==> src/rtl/ifu_bpu_pkg.sv <==
// Shared definitions for the fetch-stage branch predictor: opcode/encoding
// constants, counter states, instruction classes and the counter step helper.
package ifu_bpu_pkg;

    localparam logic [6:0] OPC_BRANCH = 7'h63;
    localparam logic [6:0] OPC_JALR   = 7'h67;
    localparam logic [6:0] OPC_JAL    = 7'h6f;
    localparam logic [6:0] OPC_SYSTEM = 7'h73;

    localparam logic [31:0] INST_ECALL  = 32'h0000_0073;
    localparam logic [31:0] INST_MRET   = 32'h3020_0073;
    localparam logic [31:0] INST_EBREAK = 32'h0010_0073;

    // Bit n set means funct3 == n is a valid conditional branch (0,1,4,5,6,7).
    localparam logic [7:0] BR_FUNCT3_SET = 8'b1111_0011;

    typedef enum logic [1:0] {
        CTR_SNT = 2'b00,
        CTR_WNT = 2'b01,
        CTR_WT  = 2'b10,
        CTR_ST  = 2'b11
    } ctr_t;

    typedef enum logic [2:0] {
        CLS_NONE   = 3'd0,
        CLS_BRANCH = 3'd1,
        CLS_JAL    = 3'd2,
        CLS_JALR   = 3'd3,
        CLS_SYSTEM = 3'd4
    } inst_class_t;

    function automatic ctr_t ctr_update(input ctr_t c, input logic taken);
        ctr_t n;
        n = c;
        if (taken) begin
            if (c != CTR_ST) n = ctr_t'(c + 2'd1);
        end else begin
            if (c != CTR_SNT) n = ctr_t'(c - 2'd1);
        end
        return n;
    endfunction

endpackage

==> src/rtl/ifu_predecode.sv <==
// Combinational pre-decode of a fetched instruction: control-flow class,
// jump flag and sign-extended B/J immediates.
module ifu_predecode
    import ifu_bpu_pkg::*;
#(
    parameter int unsigned XLEN = 64
) (
    input  logic [31:0]     inst,
    output logic [2:0]      inst_class,
    output logic            jump,
    output logic [XLEN-1:0] b_imm,
    output logic [XLEN-1:0] j_imm
);

    logic [6:0]  opcode;
    logic [2:0]  funct3;
    inst_class_t cls;

    assign opcode = inst[6:0];
    assign funct3 = inst[14:12];

    always_comb begin
        cls = CLS_NONE;
        case (opcode)
            OPC_JAL:    cls = CLS_JAL;
            OPC_JALR:   if (funct3 == 3'd0) cls = CLS_JALR;
            OPC_BRANCH: if (BR_FUNCT3_SET[funct3]) cls = CLS_BRANCH;
            OPC_SYSTEM: if (inst == INST_ECALL || inst == INST_MRET || inst == INST_EBREAK)
                            cls = CLS_SYSTEM;
            default:    cls = CLS_NONE;
        endcase
    end

    assign inst_class = cls;
    assign jump       = (cls != CLS_NONE);
    assign b_imm      = {{(XLEN-12){inst[31]}}, inst[7], inst[30:25], inst[11:8], 1'b0};
    assign j_imm      = {{(XLEN-20){inst[31]}}, inst[19:12], inst[20], inst[30:21], 1'b0};

endmodule

==> src/rtl/ifu_bpu.sv <==
// Fetch-stage branch predictor: direct-mapped tagged table of 2-bit counters
// and targets, zero-cycle lookup, single-port update from execute.
module ifu_bpu
    import ifu_bpu_pkg::*;
#(
    parameter int unsigned XLEN    = 64,
    parameter int unsigned ENTRIES = 16,
    parameter int unsigned TAG_W   = 8
) (
    input  logic            clock,
    input  logic            reset,
    input  logic            io_valid,
    input  logic [XLEN-1:0] io_pc,
    input  logic [31:0]     io_inst,
    output logic            io_jump,
    output logic            io_pred_taken,
    output logic [XLEN-1:0] io_pred_target,
    input  logic            io_upd_valid,
    input  logic [XLEN-1:0] io_upd_pc,
    input  logic            io_upd_taken,
    input  logic [XLEN-1:0] io_upd_target,
    input  logic            io_flush
);

    localparam int unsigned IDX_W = $clog2(ENTRIES);

    logic [ENTRIES-1:0] valid_q;
    logic [TAG_W-1:0]   tag_q [ENTRIES];
    ctr_t               ctr_q [ENTRIES];
    logic [XLEN-1:0]    tgt_q [ENTRIES];

    logic [2:0]        cls_raw;
    inst_class_t       cls;
    logic [XLEN-1:0]   b_imm;
    logic [XLEN-1:0]   j_imm;
    logic [XLEN-1:0]   pc_plus4;

    logic [IDX_W-1:0]  lk_idx;
    logic [TAG_W-1:0]  lk_tag;
    logic              lk_hit;
    logic              lk_taken;

    logic [IDX_W-1:0]  upd_idx;
    logic [TAG_W-1:0]  upd_tag;
    logic              upd_hit;
    ctr_t              upd_ctr;
    logic              unused_upd_pc;

    ifu_predecode #(.XLEN(XLEN)) u_predecode (
        .inst       (io_inst),
        .inst_class (cls_raw),
        .jump       (io_jump),
        .b_imm      (b_imm),
        .j_imm      (j_imm)
    );

    assign cls      = inst_class_t'(cls_raw);
    assign pc_plus4 = io_pc + XLEN'(4);

    assign lk_idx   = io_pc[IDX_W+1:2];
    assign lk_tag   = io_pc[IDX_W+TAG_W+1:IDX_W+2];
    assign lk_hit   = valid_q[lk_idx] && (tag_q[lk_idx] == lk_tag);
    assign lk_taken = lk_hit && ctr_q[lk_idx][1];

    always_comb begin
        io_pred_taken  = 1'b0;
        io_pred_target = pc_plus4;
        if (io_valid) begin
            case (cls)
                CLS_JAL: begin
                    io_pred_taken  = 1'b1;
                    io_pred_target = io_pc + j_imm;
                end
                CLS_BRANCH: if (lk_taken) begin
                    io_pred_taken  = 1'b1;
                    io_pred_target = io_pc + b_imm;
                end
                CLS_JALR: if (lk_taken) begin
                    io_pred_taken  = 1'b1;
                    io_pred_target = tgt_q[lk_idx];
                end
                default: io_pred_taken = 1'b0;
            endcase
        end
    end

    assign upd_idx = io_upd_pc[IDX_W+1:2];
    assign upd_tag = io_upd_pc[IDX_W+TAG_W+1:IDX_W+2];
    assign upd_hit = valid_q[upd_idx] && (tag_q[upd_idx] == upd_tag);
    assign upd_ctr = upd_hit ? ctr_update(ctr_q[upd_idx], io_upd_taken)
                             : (io_upd_taken ? CTR_WT : CTR_WNT);
    assign unused_upd_pc = ^{io_upd_pc[XLEN-1:IDX_W+TAG_W+2], io_upd_pc[1:0]};

    // Flush only drops valid bits; an update in the same cycle is discarded.
    always_ff @(posedge clock or negedge reset) begin
        if (!reset) begin
            valid_q <= '0;
            for (int unsigned i = 0; i < ENTRIES; i++) begin
                tag_q[i] <= '0;
                ctr_q[i] <= CTR_WNT;
                tgt_q[i] <= '0;
            end
        end else if (io_flush) begin
            valid_q <= '0;
        end else if (io_upd_valid) begin
            valid_q[upd_idx] <= 1'b1;
            tag_q[upd_idx]   <= upd_tag;
            ctr_q[upd_idx]   <= upd_ctr;
            if (!upd_hit || io_upd_taken) tgt_q[upd_idx] <= io_upd_target;
        end
    end

endmodule

==> config.mk <==
export PLATFORM = sky130hd
export DESIGN_NAME = ifu_bpu
export DESIGN_NICKNAME = d
export VERILOG_FILES = /design/src/rtl/ifu_bpu_pkg.sv /design/src/rtl/ifu_predecode.sv /design/src/rtl/ifu_bpu.sv
export SDC_FILE = /design/constraint.sdc
export NUM_CORES = 2
export LEC_CHECK = 0
export BUFFER_PORTS_ARGS = -buffer_cell sky130_fd_sc_hd__buf_2
export CORE_ASPECT_RATIO = 1.1
export CORE_MARGIN = 2
export CORE_UTILIZATION = 55
export CTS_CLUSTER_SIZE = 14
export DETAILED_ROUTE_END_ITERATION = 12
export HOLD_SLACK_MARGIN = 0.08
export PLACE_DENSITY_LB_ADDON = 0.05
export SLEW_MARGIN = 20
export SYNTH_ARGS = -nofsm -noshare
export SYNTH_HDL_FRONTEND = slang
export SYNTH_SLANG_ARGS = --single-unit
export TNS_END_PERCENT = 100
==> constraint.sdc <==
create_clock -name clock -period 4.43 [get_ports clock]
set_clock_uncertainty 0.15 [all_clocks]
set_input_delay 0.443 -clock clock [delete_from_list [all_inputs] [get_ports clock]]
set_output_delay 0.443 -clock clock [all_outputs]
set_load 0.005 [all_outputs]
==> metrics.md <==
| Metric | Value |
|---|---|
| Status | finished with violations |
| Failing checks | setup timing |
| Measured slew at the worst slew-check pin | 0.990 ns |
| Vias in the first global route | 45300 |
| Max-cap check violation count | 0 |
| Most frequent cells in the layout | 1184 x dfrtp_1, 600 x mux2_1, 515 x mux2_2, 393 x mux4_2, 367 x nand2_1 |
| Clk Latency, worst-skew pair | 0.76 ns |
| First-pass GRT wire length | 293000 microns |
| Root buf cell | clkbuf_16 |
| DR iter-0 viols | between 3000 and 4000 |
| Core area | 0.115 sq mm |
| Dominant synthesized flop cell | dfrtp_1 |
| Register area share after synthesis | 0.472 |
| Psw | approximately 8.4 mW |
| Dpl ws | -0.103 ns |
| Mux share of post-synthesis cell area | 0.343 |
| Width of the die | 328 microns |
| Worst setup margin | -0.331 ns |
| Number of cell rows | 130 |
| CTS tree | done |
| Worst min path class | in -> reg |
| GP Congestion | 1.05 |
| Worst setup EP type | output port |
| Initial antenna violation count | 9 |
| Slew margin rel. | 0.340 |
| Synth warn | 0 |
| Async set or reset register ratio after synthesis | 1.00 |
| Residual DRC | 0 |
| Worst-path fanout max | 8 |
| Internal power | 22.3 mW |
| Fillcell total | 8673 |
| Register area | 0.0300 sq mm |
| Total clock buffers created by CTS | 121 |
| Final setup violation count | 63 |
| Met1 WL | roughly 84000 microns |
| Pre-antenna DRT Iters | 6 |
| Post-DRT Antenna Nets | 0 |
| Final hold vios | 0 |
| Avg WL per Cell | 27.8 microns |
| # clock sinks | 1200 |
| Syn Std Cell Area | 0.0636 sq mm |
| Syn_area_per_cell | 13.1 sq um |
| RSZ-0062 raised after global routing | yes |
| Combinational Power Share | 0.208 |
| Final-report max-slew violation count | 0 |
| Power per standard cell area | 409 mW/mm^2 |
| Top layer in use | met5 |
| Share of layout cells above drive strength 1 | 0.351 |
| Hold WS | around 0.14 ns |
| Inst Count DP | 6646 |
| Number of synthesized flops with an enable pin | 0 |
| Area of the multi-input gates | 0.0324 sq mm |
| Crit Path Category | reg -> out |
| Power share of the clock group | 0.331 |
| Achievable Freq | 210 MHz |
| Drt total wl | approximately 190000 microns |
| CP arrival | about 4.2 ns |
| Syn_nets | 5161 |
| Synth Area in XOR/XNOR | 0.0195 |
| Peak VDD IR | 353 uV |
| Setup TNS | -12.13 ns |
| Post-synth cell types | 76 |
| Number of synthesized register bits | 1200 |
| Htree depth | 3 |
| Synth Instances | 4853 |
| Flop pwr share | 0.461 |
| Total track usage | 0.331 |
| Largest net degree at the start of global routing | 148 |
| Largest family of logic cells by synthesized area | multiplexers |
| Max Root-Sink Buffers | 3 |
| Initial cell density of the core | 0.556 |
| Post-Layout Cell Count | 6975 |
| Final min period | 4.76 ns |
| Clk slew on worst S/H paths | 0.06 ns |
| Met2 WL | around 89000 microns |
| Final net count | 5664 |
| Sw Ratio | 0.274 |
| Synth Area in Compound Gates | 0.0657 |
| Post-DP HPWL | roughly 130000 microns |
| Die area | 0.118 sq mm |
| Grt ovf | 0 |
| Worst setup SP type | flop |
| Via/cell ratio | 6.36 |
| Via count | 44300 |
| Post-Synth Adder-Cell Area | 0.0156 |
| Period utilization | 1.07 |
| PortBufs | 243 |
| Simple-gate share of the synthesized area | 0.0567 |
| Worst EP required | 3.84 ns |
| IO Count | ~300 |
| Die H | around 360 microns |
| Most common cell after layout, fill and taps aside | dfrtp_1 |
| Met3 WL | 11200 microns |
| Pleak | 33.3 nW |
| Area Overhead vs Synth | 18.0% |
cells by family after synthesis:
| group | after synthesis |
|---|---|
| DFF | 1200 |
| buffers and inverters | 436 |
| and+or+nand+nor | 780 |
| muxes | 1547 |
| AOI/OAI and AO/OA | 670 |
| xor gates and xnor gates | 142 |
| adders and majority gates | 78 |
power by group through the flow:
stage,clock network (mW),registers (mW),logic (mW)
after CTS,10.4,14.1,6.36
after floorplan,0,13.9,4.19
final,10.2,14.2,6.41
after detailed placement,0,14.3,6.23
after global placement,0,14.2,6.10
after global routing,10.8,14.4,6.89
final timing paths:
| path | from | endpoint | slack [ns] | cells past startpoint |
|---|---|---|---|---|
| setup / recovery | tag_q[17] | io_pred_target[36] | -0.33 | 13 |
| hold / removal | io_upd_taken | ctr_q[25] | 0.14 | 4 |
| setup reg to reg | tag_q[11] | tgt_q[160] | 0.65 | 12 |
| hold reg to reg | tgt_q[610] | tgt_q[610] | 0.33 | 1 |
| min in group asynchronous | reset | tgt_q[694] | 0.32 | 2 |
| max in group asynchronous | reset | tgt_q[670] | 2.68 | 3 |
timing repair:
action                                  CTS  global route
setup buffers                            24            10
hold buffers                             74             0
gates resized for setup                  91            81
gates cloned                              0             1
pin swaps                                23            24
endpoints found under the hold margin  1284             0
setup endpoints to repair                65            65
per-layer routing:
layer,vias to the layer above,GRT usage
li1,19200,-
met3,432,0.0487
met5,-,0
met4,8,0.139
met1,23300,0.466
met2,1381,0.517
synth_stat cells, types with 12 or more instances:
| master | n | area share |
|---|---|---|
| or3_1 | 18 | 0.0018 |
| nor3_1 | 33 | 0.0026 |
| a31oi_1 | 18 | 0.0018 |
| nand3_1 | 64 | 0.0050 |
| nor4_1 | 12 | 0.0012 |
| a21oi_1 | 144 | 0.011 |
| nand4_1 | 41 | 0.0040 |
| o21bai_1 | 15 | 0.0018 |
| o22ai_1 | 37 | 0.0036 |
| buf_1 | 37 | 0.0022 |
| mux2i_1 | 37 | 0.0058 |
| o221ai_1 | 12 | 0.0017 |
| xnor2_1 | 82 | 0.011 |
| o21a_1 | 15 | 0.0018 |
| dfrtp_1 | 1184 | 0.47 |
| xor2_1 | 60 | 0.0083 |
| nor2b_1 | 13 | 0.0013 |
| a22oi_1 | 44 | 0.0052 |
| ha_1 | 76 | 0.015 |
| o211ai_1 | 20 | 0.0024 |
| buf_2 | 72 | 0.0057 |
| clkbuf_1 | 271 | 0.016 |
| and2_1 | 19 | 0.0019 |
| inv_1 | 48 | 0.0028 |
| mux2_2 | 517 | 0.091 |
| mux4_2 | 393 | 0.14 |
| nand2_1 | 370 | 0.022 |
| and3_1 | 37 | 0.0036 |
| a21o_1 | 38 | 0.0045 |
| o21ai_0 | 217 | 0.017 |
| dfstp_2 | 16 | 0.0066 |
| mux2_1 | 600 | 0.11 |
| nor2_1 | 126 | 0.0074 |
| a211oi_1 | 25 | 0.0029 |
critical path: stages (launching register included):
cell and delay [ns]:
dfrtp_1 0.40, mux4_2 0.45, mux2_4 0.29, or3b_1 0.37, a211oi_2 0.24, o21bai_1 0.08, and4b_4 0.44, buf_4 0.18
buf_12 0.15, mux2i_1 0.19, o22ai_1 0.09, o21ai_0 0.18, nand2_1 0.17, buf_2 0.17
per-stage QoR:
step	util	power, mW	cell area, sq um
after floorplan	-	18.1	63600
after global placement	0.607	20.3	69500
after detailed placement	0.607	20.6	69500
after CTS	0.652	30.9	74600
after global routing	0.655	32.1	75100
final	0.656	30.7	75100
final cells by class:
class / count / share of cell area
flip-flops and latches: 1200 / 0.400
diodes: 4 / 0.000133
clock buffers: 181 / 0.0464
multi-input cells: 3217 / 0.432
well taps: 1518 / 0.0253
repair buffers: 767 / 0.0875
inverters: 49 / 0.00255
clock inverters: 39 / 0.00608
flip-flops by register name, indices dropped and copies added (netlist names):
| name | count |
|---|---|
| tag_q | 128 |
| tgt_q | 1024 |
| valid_q | 16 |
| ctr_q | 32 |
(Power assumes the default switching activity.)
